## src/rtl/queue_pop_reader.sv

```systemverilog
// Consumer for the 4-bit x 8 queue. It pops one entry per timed tick in run mode, or one per step edge
// in single-step mode. It latches each popped nibble for the display and counts the pops.
module queue_pop_reader #(
  parameter int TICK_DIV = 50_000_000,
  parameter int CNT_W    = 8
) (
  input  logic             clk,
  input  logic             reset,
  input  logic             run,
  input  logic             step,
  input  logic             clear,
  input  logic             q_empty,
  input  logic [3:0]       q_data,
  output logic             q_enable,
  output logic             q_push_pop,
  output logic [3:0]       data_hold,
  output logic             valid,
  output logic [CNT_W-1:0] pop_count,
  output logic             busy
);

  localparam int TW = $clog2(TICK_DIV);
  localparam logic [TW-1:0] RELOAD = TW'(TICK_DIV - 1);

  typedef enum logic [1:0] {
    S_IDLE,
    S_WAIT,
    S_POP,
    S_SETTLE
  } state_t;

  state_t             r_state;
  logic [TW-1:0]      r_tick;
  logic               r_step_d;
  logic [3:0]         r_data_hold;
  logic               r_valid;
  logic [CNT_W-1:0]   r_pop_count;
  logic               w_step_rise;

  assign w_step_rise = step & ~r_step_d;

  // NOTE: all state uses non-blocking assignments so every register sees pre-edge values of the others.
  always_ff @(posedge clk) begin
    if (!reset) begin
      r_state  <= S_IDLE;
      r_tick   <= '0;
      r_step_d <= 1'b0;
    end else begin
      r_step_d <= step;
      case (r_state)
        S_IDLE: begin
          if (run) begin
            r_state <= S_WAIT;
            r_tick  <= RELOAD;
          end else if (w_step_rise && !q_empty) begin
            r_state <= S_POP;
          end
        end
        S_WAIT: begin
          if (!run) begin
            r_state <= S_IDLE;
          end else if (r_tick != '0) begin
            r_tick <= r_tick - 1'b1;
          end else if (!q_empty) begin
            r_state <= S_POP;
          end else begin
            // Queue was empty on the tick: retry one full period later.
            r_tick <= RELOAD;
          end
        end
        S_POP: r_state <= S_SETTLE;
        S_SETTLE: begin
          if (run) begin
            r_state <= S_WAIT;
            r_tick  <= RELOAD;
          end else begin
            r_state <= S_IDLE;
          end
        end
        default: r_state <= S_IDLE;
      endcase
    end
  end

  // Clear takes priority over a same-cycle capture; the queue still sees its pop.
  always_ff @(posedge clk) begin
    if (!reset || clear) begin
      r_data_hold <= 4'h0;
      r_valid     <= 1'b0;
      r_pop_count <= '0;
    end else if (r_state == S_POP) begin
      r_data_hold <= q_data;
      r_valid     <= 1'b1;
      r_pop_count <= r_pop_count + 1'b1;
    end
  end

  assign q_enable   = (r_state == S_POP);
  assign q_push_pop = 1'b0;
  assign busy       = (r_state != S_IDLE);
  assign data_hold  = r_data_hold;
  assign valid      = r_valid;
  assign pop_count  = r_pop_count;

endmodule

```

## config.mk

```make
export PLATFORM = sky130hd
export DESIGN_NAME = queue_pop_reader
export DESIGN_NICKNAME = d
export VERILOG_FILES = /design/src/rtl/queue_pop_reader.sv
export SDC_FILE = /design/constraint.sdc
export NUM_CORES = 1
export LEC_CHECK = 0
export ABC_AREA = 1
export ABC_CLOCK_PERIOD_IN_PS = 2400
export CAP_MARGIN = 10
export CORE_ASPECT_RATIO = 0.6
export CORE_MARGIN = 2
export CORE_UTILIZATION = 40
export CTS_CLUSTER_DIAMETER = 40
export DETAILED_ROUTE_END_ITERATION = 8
export HOLD_SLACK_MARGIN = 0.1
export PLACE_DENSITY = 0.63
export SYNTH_ARGS = -nofsm -noshare
export SYNTH_HDL_FRONTEND = slang
export SYNTH_SLANG_ARGS = --single-unit
```

## constraint.sdc

```tcl
create_clock -name clk -period 2.4 [get_ports clk]
set_input_delay 0.24 -clock clk [delete_from_list [all_inputs] [get_ports clk]]
set_output_delay 0.24 -clock clk [all_outputs]
set_load 0.1 [all_outputs]
```

Word level (Yosys, flattened, before mapping):

Cells that the tools add are included.

* register bits after elaboration: 42
* input bits: 10
* output and inout bits: 16
* word-level logic and storage cells: 42

* add/sub/neg operators: 2
* equality and inequality tests: 9
* multiplexer cells: 12
* bitwise operators: 2
* reductions and logical operators: 11

Operators with widths (count)
* 26-bit two-way mux: 4
* 26-bit case mux with 2 select lines: 1
* 26-bit nonzero test: 1
* 26-bit by 1-bit subtractor with 26-bit output, second input constant: 1
* 3-bit inequality test, second input constant: 4
* 2-bit two-way mux: 5
* 8-bit by 1-bit adder with 8-bit output, second input constant: 1
* 2-bit case mux with 4 select lines: 1
* 2-bit == test, second input constant: 2
* 4-bit AND reduction: 1
* 2-bit nonzero test: 2
* 3-bit AND reduction: 1
* 2-bit by 1-bit == test with 1-bit output, second input constant: 1
* 1-bit logical NOT: 2
* 2-bit logical NOT: 1
* 2-bit by 1-bit inequality test with 1-bit output, second input constant: 1
* 2-bit inequality test, second input constant: 1
* 2-bit OR reduction: 1
* 1-bit AND: 1
* 1-bit logical AND: 1
* 1-bit logical OR: 1
* 1-bit two-way mux: 1
* 1-bit inverter: 1

Longest topological paths before layout:

* depth after elaboration: 6
* mapped depth: 12
* depth with buffers taken out: 11

Least setup slack after synthesis:

OpenSTA, ideal clock, no wires.

* path kind: register to register
* start: register r_state[0]
* end: register r_pop_count[6], in the netlist pop_count[6]
* data arrival time: 2.255 ns
* data required time: 2.277 ns
* slack: 0.023 ns
* stages on the path, launching flop included: 11
* path buffers: 1
* period minus slack after synthesis: 2.377 ns
* cell sequence: dfxtp_1 inv_1 ha_1 clkbuf_1 nand3_1 nor2_1 nand2_1 inv_1 nand2_1 o21ai_0 a21oi_1

* cells in the longest elaborated chain, start to end: 1

Ends and longest elaborated chain
* from (decl): line 32 `state_t r_state;`
* from (signal assigned): line 45 `r_state <= S_IDLE;`
* from (signal assigned): line 53 `r_state <= S_WAIT;`
* from (signal assigned): line 56 `r_state <= S_POP;`
* 2-bit == test
* named net q_enable: line 14 `output logic q_enable,`
* to (signal assigned): line 94 `r_pop_count <= r_pop_count + 1'b1;`
* to (decl): line 37 `logic [CNT_W-1:0] r_pop_count;`

The timed path passes the listed nets, and every way through them passes these cells.
A chain may end at the register's enable or synchronous reset.

Worst setup path after layout:

* start: register r_state[0]
* end: register r_tick[6]

* cells in the longest elaborated chain, start to end: 4
* elaborated cells on any way between the ends: 10
* classes of those cells: eq/ne: 5; mux: 1; reduce/logical: 4

Ends and longest elaborated chain
* 2-bit == test / 2-bit logical NOT (equally long branches): line 50 `case (r_state)`
* 2-bit OR reduction (no source line)
* 2-bit by 1-bit inequality test with 1-bit output (no source line) / 2-bit nonzero test (equally long branches)
* 4-bit AND reduction (no source line)
* to (signal assigned): line 63 `r_tick <= r_tick - 1'b1;`
* to (decl): line 33 `logic [TW-1:0] r_tick;`

Several ways; a longest one is shown, not always the timed one.

==> PnR_summary.wiki <==
{| class="wikitable"
! Metric !! Value
|-
| DIE HEIGHT || 66.2 um
|-
| Sort of element at the start of the critical path || flip-flop
|-
| Required time reported for the critical path endpoint || 2590 ps
|-
| Final count of pins violating max slew || 0
|-
| YS warnings || 0
|-
| Number of global-route vias before repair || 2211
|-
| Final sum of negative setup slack || 0 ps
|-
| Unrepaired setup endpoints after global routing || false
|-
| Number of core rows || 22
|-
| Worst clock skew on the final layout || 6.19 ps
|-
| Final Wtd Congestion || 0.921
|-
| Net count, final || 469
|-
| Share of cell area taken by muxes after synthesis || 0%
|-
| Maxcap violations || 0
|-
| Final setup fails || 0
|-
| Per-instance average area after synthesis || 6.07 um2
|-
| Antenna diode instance count || 0
|-
| Max clock buf depth || 2
|-
| Clock Tree Root || clkbuf_8
|-
| Maximum level of the CTS H-tree || 2
|-
| Worst slew margin || 65.5%
|-
| Detail Route Antenna Nets || 0
|-
| Post-Syn Instances || 425
|-
| Initial standard-cell utilization of the core || 41.8%
|-
| Gates resized, CTS repair || 0
|-
| Post-synthesis sequential area ratio || 32.6%
|-
| Largest net degree at the start of global routing || 24
|-
| Net count after synthesis || 441
|-
| Global-route wire length before repair || 10.9 mm
|-
| Number of hold-repair buffers added at the cts stage || 0
|-
| Leakage power total || 1.43 nW
|-
| Most used flip-flop cell after synthesis || dfxtp_1
|-
| Leading cell type in the layout, fill and taps excluded || nand2_1
|-
| Fillers || 676
|-
| Area enclosed by the die boundary || 7130 um2
|-
| # port buffers || 24
|-
| Number of antenna violations at the first check in global routing || 0
|-
| HPWL Detailed || 5.24 mm
|-
| Total via count after detailed routing || 2568
|-
| Clock net sink count || 42
|-
| Global-route usage over all layers || 20.0%
|-
| Arrival time of the worst setup path || 2230 ps
|-
| Clock latency of the later-clocked register in the worst-skew pair || 300 ps
|-
| Number of hold-slack violations in the final timing report || 0
|-
| Number of optimization iterations in the first detailed-route pass || 5
|-
| Share of synthesized registers carrying an async set or reset || 0%
|-
| Path type of the worst setup path || reg -> reg
|-
| Area added between synthesis and finish || 14.3%
|-
| Area of the mapped netlist || 2580 um2
|-
| Classification of the worst-slack hold path || reg -> reg
|-
| Die Width || 108 um
|-
| Synthesized flop and latch total || 42
|-
| Area taken by multi-input logic gates || 1490 um2
|-
| Kind of end point of the critical path || flip-flop
|-
| Adder-cell area share of the yosys netlist || 2.91%
|-
| Number of DRC violations after detailed routing || 0
|-
| Share of the synthesized area in compound gates (AO/OA/AOI/OAI) || 5.77%
|-
| GRT overflow || 0
|-
| Buffers inserted during post-CTS setup optimization || 0
|-
| Top fanout value on the critical path || 10
|-
| DRC violation total after the first TritonRoute iteration || 227
|-
| Clock transition at the registers of the reported paths || 80 ps
|-
| Commonest cells after routing, fill and taps aside || nand2_1, nor2_1, inv_1
|-
| Core Footprint || 6170 um2
|-
| Boundary Pins || 26
|-
| Power per cell area || 1390 nW/um2
|-
| Combinational family with the most area after synthesis || simple AND/OR/NAND/NOR gates
|-
| Total clock buffers created by CTS || 5
|-
| Average routed wire per standard cell || 12.5 um
|-
| Worst vdd ir || 0.000639 V
|-
| Proportion of netlist area held by the largest area contributor || 32.6%
|-
| Post-layout total power || 4.10 mW
|-
| TritonCTS clock tree || done
|-
| Leading cell types by total area after synthesis || dfxtp_1, nand2_1, nor2_1, inv_1, nand3_1
|-
| Run status || complete, no violations
|-
| Number of enable-type register cells in the synthesized netlist || 0
|-
| Synth Area in XOR/XNOR || 3.73%
|-
| Area leader, netlist || dfxtp_1
|-
| Post-synthesis share of cell area spent on and, or, nand and nor gates || 45.1%
|-
| Final critical path time including I/O delays and setup || 2030 ps
|-
| Actual transition at the worst max-transition pin || 515 ps
|-
| Distinct cells, synth || 27
|-
| Register Area || 841 um2
|-
| Share of final-layout standard cells stronger than drive strength 1 || 8.83%
|-
| Avg Vias per Cell || 4.78
|-
| Final clock period utilization by the worst path || 84.7%
|-
| Max Clock Freq || 0.492 GHz
|-
| Routed WL || 6.73 mm
|}
cells by family after synthesis:
kind of cell,after synthesis
adders and majority gates,6
DFF,42
and+or+nand+nor,276
buffers and inverters,61
xor gates and xnor gates,11
AOI/OAI and AO/OA,28
other,1
routing by layer:
layer | track usage, % | part of all wire [%]
met4 | 3.85 | 0.51
met1 | 31.5 | 56
met3 | 5.91 | 6.5
met2 | 25.7 | 37
met5 | 0 | 0
state kept, by name (all words and copies together) (netlist names):
signal,flops
data_hold,4
pop_count,8
r_state,2
r_step_d,1
r_tick,26
valid,1
report_power, final:
group,switching [mW],total (mW),internal (mW),leakage (nW)
sequential,0.234,1.12,0.891,0.344
combinational,1.76,2.54,0.772,1.04
clock,0.244,0.440,0.196,0.0438
total,2.24,4.10,1.86,1.43
cell usage after synthesis (5+ instances only):
cell type / instances
nand2_1: 122
nor2_1: 98
inv_1: 53
dfxtp_1: 42
nand3_1: 28
a21oi_1: 20
xor2_1: 10
nor3_1: 8
ha_1: 6
o21ai_0: 6
nand4_1: 5
critical path: stages (launching register included):
cell,delay (ps)
dfxtp_1,380
inv_1,80
ha_1,420
a21boi_2,480
nand3_2,320
nor2_1,180
nor2_1,60
area by class of cell:
class / count / share of cell area, %
clock buffer: 5 / 2.33
clock inverter: 2 / 0.340
inverter: 54 / 6.88
multi-input combinational: 322 / 50.5
sequential: 42 / 28.5
tap: 84 / 3.57
timing repair buffer: 28 / 7.89
worst paths after layout:
check | start | to | slack [ps] | cells past startpoint
setup / recovery | r_state[0]$_SDFFE_PN0P_ | r_tick[6]$_SDFFE_PN0P_ | 370 | 6
hold / removal | pop_count[7]$_SDFFE_PP0P_ | pop_count[7]$_SDFFE_PP0P_ | 450 | 1
setup reg to reg | r_state[0]$_SDFFE_PN0P_ | r_tick[6]$_SDFFE_PN0P_ | 370 | 6
hold reg to reg | pop_count[7]$_SDFFE_PP0P_ | pop_count[7]$_SDFFE_PP0P_ | 450 | 1
through the flow:
step | hold slack [ps] | setup slack, ps | area (um2) | util (%) | cells
6_report | 453 | 366 | 2950 | 47.8 | 537
5_1_grt | 477 | 152 | 2950 | 47.8 | 537
4_1_cts | 462 | 375 | 2950 | 47.8 | 537
2_1_floorplan | 333 | 22.9 | 2580 | - | 425
3_3_place_gp | 440 | 408 | 2870 | 46.5 | 530
3_5_place_dp | 449 | 383 | 2870 | 46.5 | 530
No activity file was read; power rests on OpenSTA's default activity.
==> edit 1: new RTL, config.mk and constraints unchanged <==
Register the output `pop_count` once more, with the module's reset; this adds one clock of latency there. The other outputs are not delayed to match.
--- a/src/rtl/queue_pop_reader.sv
+++ b/src/rtl/queue_pop_reader.sv
@@ -100,7 +100,13 @@
   assign busy       = (r_state != S_IDLE);
   assign data_hold  = r_data_hold;
   assign valid      = r_valid;
-  assign pop_count  = r_pop_count;
+  always_ff @(posedge clk) begin
+    if (!reset) begin
+      pop_count <= '0;
+    end else begin
+      pop_count <= r_pop_count;
+    end
+  end
 
 endmodule
 
Behaviour: not the same (Yosys sat finds a counterexample within 4 cycles, from zero or initial values and one cycle with reset low).
==> edit 1 against the original RTL <==
Design area rose by 6.5%. Clock skew rose by 0.0021 ns. Combinational power fell by 6%. Sequential cell count rose by 8. Fmax rose by 1.1%. Power rose by 4.8%. Wire length fell by 6.7%. Worst setup slack improved by 0.021 ns. Critical path depth rose by 4. Final cell count fell by 2.2%. Synthesized area rose by 5.4%.
==> edit 1: results (changes against the original RTL) <==
Clock tree:
- The deepest level of the CTS H-tree is 2 (unchanged).
- The post-CTS resize count is 0 (unchanged).
- The clock root buffer master is sky130_fd_sc_hd__clkbuf_16.

Place:
- The count of placed standard cells including taps is 517 (-2.5%).
- The instance area at placement is 2990 sq um (+4.3%).
- The worst slack at placement is 0.442 ns (+0.0584 ns).
- The half-perimeter wire length of the detailed placement result came to 4.55 mm (-13%).
- The last weighted congestion value of the routability-driven placer came to 0.901 (-2.2%).

Drt:
- The first-iteration detailed-routing DRC count is 147 (-35%).
- The total wire length came to 6.28 mm (-6.7%).
- The ratio of routed vias to standard cells was 4.70 (-1.7%).
- The first-pass detailed-route iteration total is 4 (-1).

Yosys:
- By area the synthesized netlist is led by sky130_fd_sc_hd__dfxtp_1, sky130_fd_sc_hd__nand2_1, sky130_fd_sc_hd__nor2_1.
- By count the netlist is led by sky130_fd_sc_hd__nand2_1, sky130_fd_sc_hd__nor2_1, sky130_fd_sc_hd__inv_1, sky130_fd_sc_hd__dfxtp_1, sky130_fd_sc_hd__nand3_1.
- The number of distinct library cells after synthesis is 31 (+15%).
- The mean instance size in the synthesized netlist is 6.59 sq um (+8.5%).
- The sequential share of the synthesized area is 0.368 (+0.0421).
- The synthesized net count is 429 (-2.7%).

Setup path:
- The destination of the worst register-to-register timing path is r_tick[7]$_SDFFE_PN0P_.
- The worst-path maximum fanout is 17 (+7).
- The startpoint identified for the worst register-to-register timing path is r_tick[0]$_SDFFE_PN0P_.
- The largest stage delay on the critical path is 0.36 ns (-0.12 ns).
- The count of cells along the worst register-to-register path is 10 (+4).
- The largest individual stage delay along the critical path comes from the cell sky130_fd_sc_hd__nand2_2.

Global routing:
- The maximum number of pins on one net before global-route repair is 28 (+17%).
- The overall track demand over capacity in global routing was 0.174 (-0.0260).
- The first-pass GRT wire length was 10.4 mm (-5.2%).
- The via count of the first global-routing pass is 2121 (-4.1%).

Final layout:
- The net total in the final layout is 453 (-3.4%).
- The filler cell count in the final layout is 687 (+1.6%).
- The final non-filler cell total is 525 (-2.2%).
- The layout cell share with drive strength beyond 1 is 0.116 (+0.0281).

Power:
- The static leakage power is 1.46 nW (+2.3%).
- The net switching component of the power is 2.15 mW (-3.9%).

Timing:
- The tightest hold margin is 0.432 ns (-0.0212 ns).
- The transition time at the pin with the least slew margin is 0.602 ns (+0.0875 ns).
- The post-route clock skew is 0.00825 ns (+0.00206 ns).

Run status:
- The flow ran to the end, and the final reports show no timing, DRC or antenna violations.
-- edit 1: cell types whose count changed after synthesis, sizes merged, moves of 2 or more --
cell / before / now
o21ai: 6 / 16
nand3: 30 / 21
dfxtp: 42 / 50
nand2: 127 / 116
xnor2: 1 / 6
or2: 0 / 2
xor2: 10 / 6
nor2: 104 / 89
-- edit 1: worst min path at each step --
| stage | from | to | cells after the start |
|---|---|---|---|
| 3_3_place_gp | r_pop_count[6]$_SDFFE_PP0P_ | pop_count[6]$_SDFF_PN0_ | 2 |
| 3_5_place_dp | r_pop_count[6]$_SDFFE_PP0P_ | pop_count[6]$_SDFF_PN0_ | 2 |
| 2_1_floorplan | step | r_step_d$_SDFF_PN0_ | 2 |
| 6_report | r_pop_count[6]$_SDFFE_PP0P_ | pop_count[6]$_SDFF_PN0_ | 2 |
| 4_1_cts | r_pop_count[6]$_SDFFE_PP0P_ | pop_count[6]$_SDFF_PN0_ | 2 |
| 5_1_grt | r_pop_count[6]$_SDFFE_PP0P_ | pop_count[6]$_SDFF_PN0_ | 2 |
-- edit 1: layout make-up --
cell class / count / area share
clock inverter: 3 / 0.00678
timing repair buffer: 26 / 0.0694
sequential: 50 / 0.319
multi-input combinational: 302 / 0.468
inverter: 52 / 0.0622
clock buffer: 5 / 0.0399
tap: 87 / 0.0347
-- edit 1: per-stage QoR --
step / power (mW) / util
finish: 4.30 / 0.474
detailed placement: 3.57 / 0.452
global route: 4.67 / 0.474
floorplan: 3.12 / -
global placement: 3.54 / 0.452
CTS: 4.30 / 0.474
-- edit 1: routing by layer --
| metal | up-vias | part of all wire | global-route usage |
|---|---|---|---|
| met5 | - | 0 | 0 |
| met1 | 1094 | 0.56 | 0.264 |
| li1 | 1320 | - | - |
| met4 | 0 | 0.0046 | 0.0500 |
| met3 | 2 | 0.070 | 0.0452 |
| met2 | 51 | 0.37 | 0.238 |
-- edit 1: cells by family (layout without fill, tap and decap cells) --
| logic type | Yosys count | in the layout | share of synthesized area |
|---|---|---|---|
| and+or+nand+nor | 243 | 243 | 0.387 |
| other | 1 | 1 | 0.00138 |
| DFF | 50 | 50 | 0.368 |
| buffers and inverters | 61 | 86 | 0.0915 |
| AOI/OAI and AO/OA | 40 | 40 | 0.0860 |
| xor gates and xnor gates | 12 | 12 | 0.0386 |
| adders and majority gates | 6 | 6 | 0.0276 |
-- edit 1: power by group through the flow --
stage	sequential (mW)	clock (mW)	combinational (mW)
6_report	1.20	0.707	2.39
5_1_grt	1.22	0.758	2.69
4_1_cts	1.20	0.729	2.37
3_5_place_dp	1.22	0	2.36
3_3_place_gp	1.21	0	2.33
2_1_floorplan	1.23	0	1.88
==> edit 2: new RTL, config.mk and constraints unchanged <==
Without the edit above. The parameter `CNT_W` goes from 8 to 9.
--- a/src/rtl/queue_pop_reader.sv
+++ b/src/rtl/queue_pop_reader.sv
@@ -2,7 +2,7 @@
 // in single-step mode. It latches each popped nibble for the display and counts the pops.
 module queue_pop_reader #(
   parameter int TICK_DIV = 50_000_000,
-  parameter int CNT_W    = 8
+  parameter int CNT_W    = 9
 ) (
   input  logic             clk,
   input  logic             reset,
Interface: changed (resized pop_count); port bits go from 26 to 27. No check against the original RTL was run, so the function may have changed too.
==> edit 2 against the original RTL <==
Worst setup slack gained 0.080 ns. Count of clock-buffer cells in the layout is the same. Wire length shrank 3.6%. Power grew 7.4%. Sequential cell count grew 1. Design area shrank 0.98%. Synthesized area shrank 2.6%.
==> edit 2: results (changes against the original RTL) <==
Global routing:
- The first-pass GRT wire length is 10.5 mm (-3.9%).
- The via count of the first global-routing pass was 2075 (-6.2%).
- The met3 track demand over resource in global routing came to 0.0595 (+0.000411).
- The met2 track demand over resource came to 0.224 (-0.0327).
- The overall track demand over capacity in global routing is 0.197 (-0.00276).
- The met1 routing resource usage after global routing is 0.323 (+0.00768).

Yosys:
- The commonest cells after synthesis are sky130_fd_sc_hd__nand2_1, sky130_fd_sc_hd__nor2_1, sky130_fd_sc_hd__dfxtp_1, sky130_fd_sc_hd__inv_1, sky130_fd_sc_hd__nand3_1.
- The mean instance size in the synthesized netlist is 6.36 sq um (+4.8%).
- The synthesized net count came to 411 (-6.8%).
- The number of distinct library cells after synthesis was 31 (+15%).
- The sequential share of the synthesized area is 0.342 (+0.0166).
- In the post-synthesis netlist, the biggest area contributors are sky130_fd_sc_hd__dfxtp_1, sky130_fd_sc_hd__nand2_1, sky130_fd_sc_hd__nor2_1.

Drt:
- The total wire length is 6.48 mm (-3.6%).
- The total met3 wirelength after detailed routing is 463 um (+6.2%).
- The met1 layer wirelength in the final routing was 3.75 mm (-1.2%).
- The first-pass detailed-route iteration total is 7 (+2).
- The via total after detailed routing came to 2479 (-3.5%).
- The first-iteration detailed-routing DRC count is 176 (-22%).
- The met2 wire length is 2.20 mm (-11%).

Final layout:
- The layout cell share with drive strength beyond 1 is 0.109 (+0.0210).
- The largest register by flop count is r_tick.
- The filler cell count in the final layout came to 625 (-7.5%).

Setup path:
- Grouping stages by cell kind, the critical path spends the most delay in compound AO/OA/AOI/OAI gates.
- The largest stage delay on the critical path is 0.46 ns (-0.02 ns).
- The arrival time reported for the critical path endpoint is 2.16 ns (-0.07 ns).

Place:
- The last weighted congestion value of the routability-driven placer was 0.921 (about the same).
- The count of placed standard cells including taps came to 497 (-6.2%).
- The instance area at placement is 2780 sq um (-3.0%).
- The worst slack at placement is 0.458 ns (+0.0742 ns).
- The count of port buffers added during placement is 25 (+4.2%).
- The half-perimeter wire length of the detailed placement result is 4.92 mm (-6.1%).

Power:
- The worst voltage drop across the vdd grid is 0.468 mV (-27%).
- The static leakage power is 1.32 nW (-7.4%).

Run status:
- The flow ran to the end, and the final reports show no timing, DRC or antenna violations.

Timing:
- The transition time at the pin with the least slew margin is 0.499 ns (-0.0161 ns).
- The post-route clock skew is 0.00456 ns (-0.00163 ns).

Clock tree:
- The clock-pin slew of the registers on the worst-case setup and hold paths is 0.09 ns.
- The deepest level of the CTS H-tree was 2 (unchanged).
- The maximum number of buffers from clock root to sink is 2 (unchanged).
[edit 2: cell types whose count changed after synthesis, sizes merged, moves of 4 or more]
cell / change
buf: +4
nor2: -33
inv: -12
a21oi: +11
nand2: -7
xor2: -6
o21ai: +7
[edit 2: power breakdown]
part | total (mW) | internal (mW) | switching, mW
Clock | 0.691 | 0.415 | 0.276
Combinational | 2.57 | 0.783 | 1.79
Sequential | 1.14 | 0.921 | 0.218
[edit 2: final cells by class]
class                           count  area (sq um)  area share
Inverter                           41           154      0.0527
Multi-Input combinational cell    301          1430       0.490
Sequential cell                    43           861       0.295
Clock inverter                      3          67.6      0.0231
Clock buffer                        5          68.8      0.0236
Tap cell                           84           105      0.0360
Timing Repair Buffer               28           233      0.0797
[edit 2: final timing paths]
kind / to / start / cells after the start / slack, ns
min reg2reg: data_hold[3]$_SDFFE_PP0P_ / data_hold[3]$_SDFFE_PP0P_ / 2 / 0.47
max: r_tick[7]$_SDFFE_PN0P_ / r_state[0]$_SDFFE_PN0P_ / 6 / 0.45
max reg2reg: r_tick[7]$_SDFFE_PN0P_ / r_state[0]$_SDFFE_PN0P_ / 6 / 0.45
min: data_hold[3]$_SDFFE_PP0P_ / data_hold[3]$_SDFFE_PP0P_ / 2 / 0.47
[edit 2: cell families (layout without fill, tap and decap cells)]
| group | Yosys count | in the layout | share of synthesized area |
|---|---|---|---|
| AOI/OAI and AO/OA | 46 | 46 | 0.101 |
| xor gates and xnor gates | 5 | 5 | 0.0174 |
| adders and majority gates | 6 | 6 | 0.0299 |
| buffers and inverters | 51 | 77 | 0.0886 |
| DFF | 43 | 43 | 0.342 |
| other | 1 | 1 | 0.00149 |
| and+or+nand+nor | 243 | 243 | 0.419 |
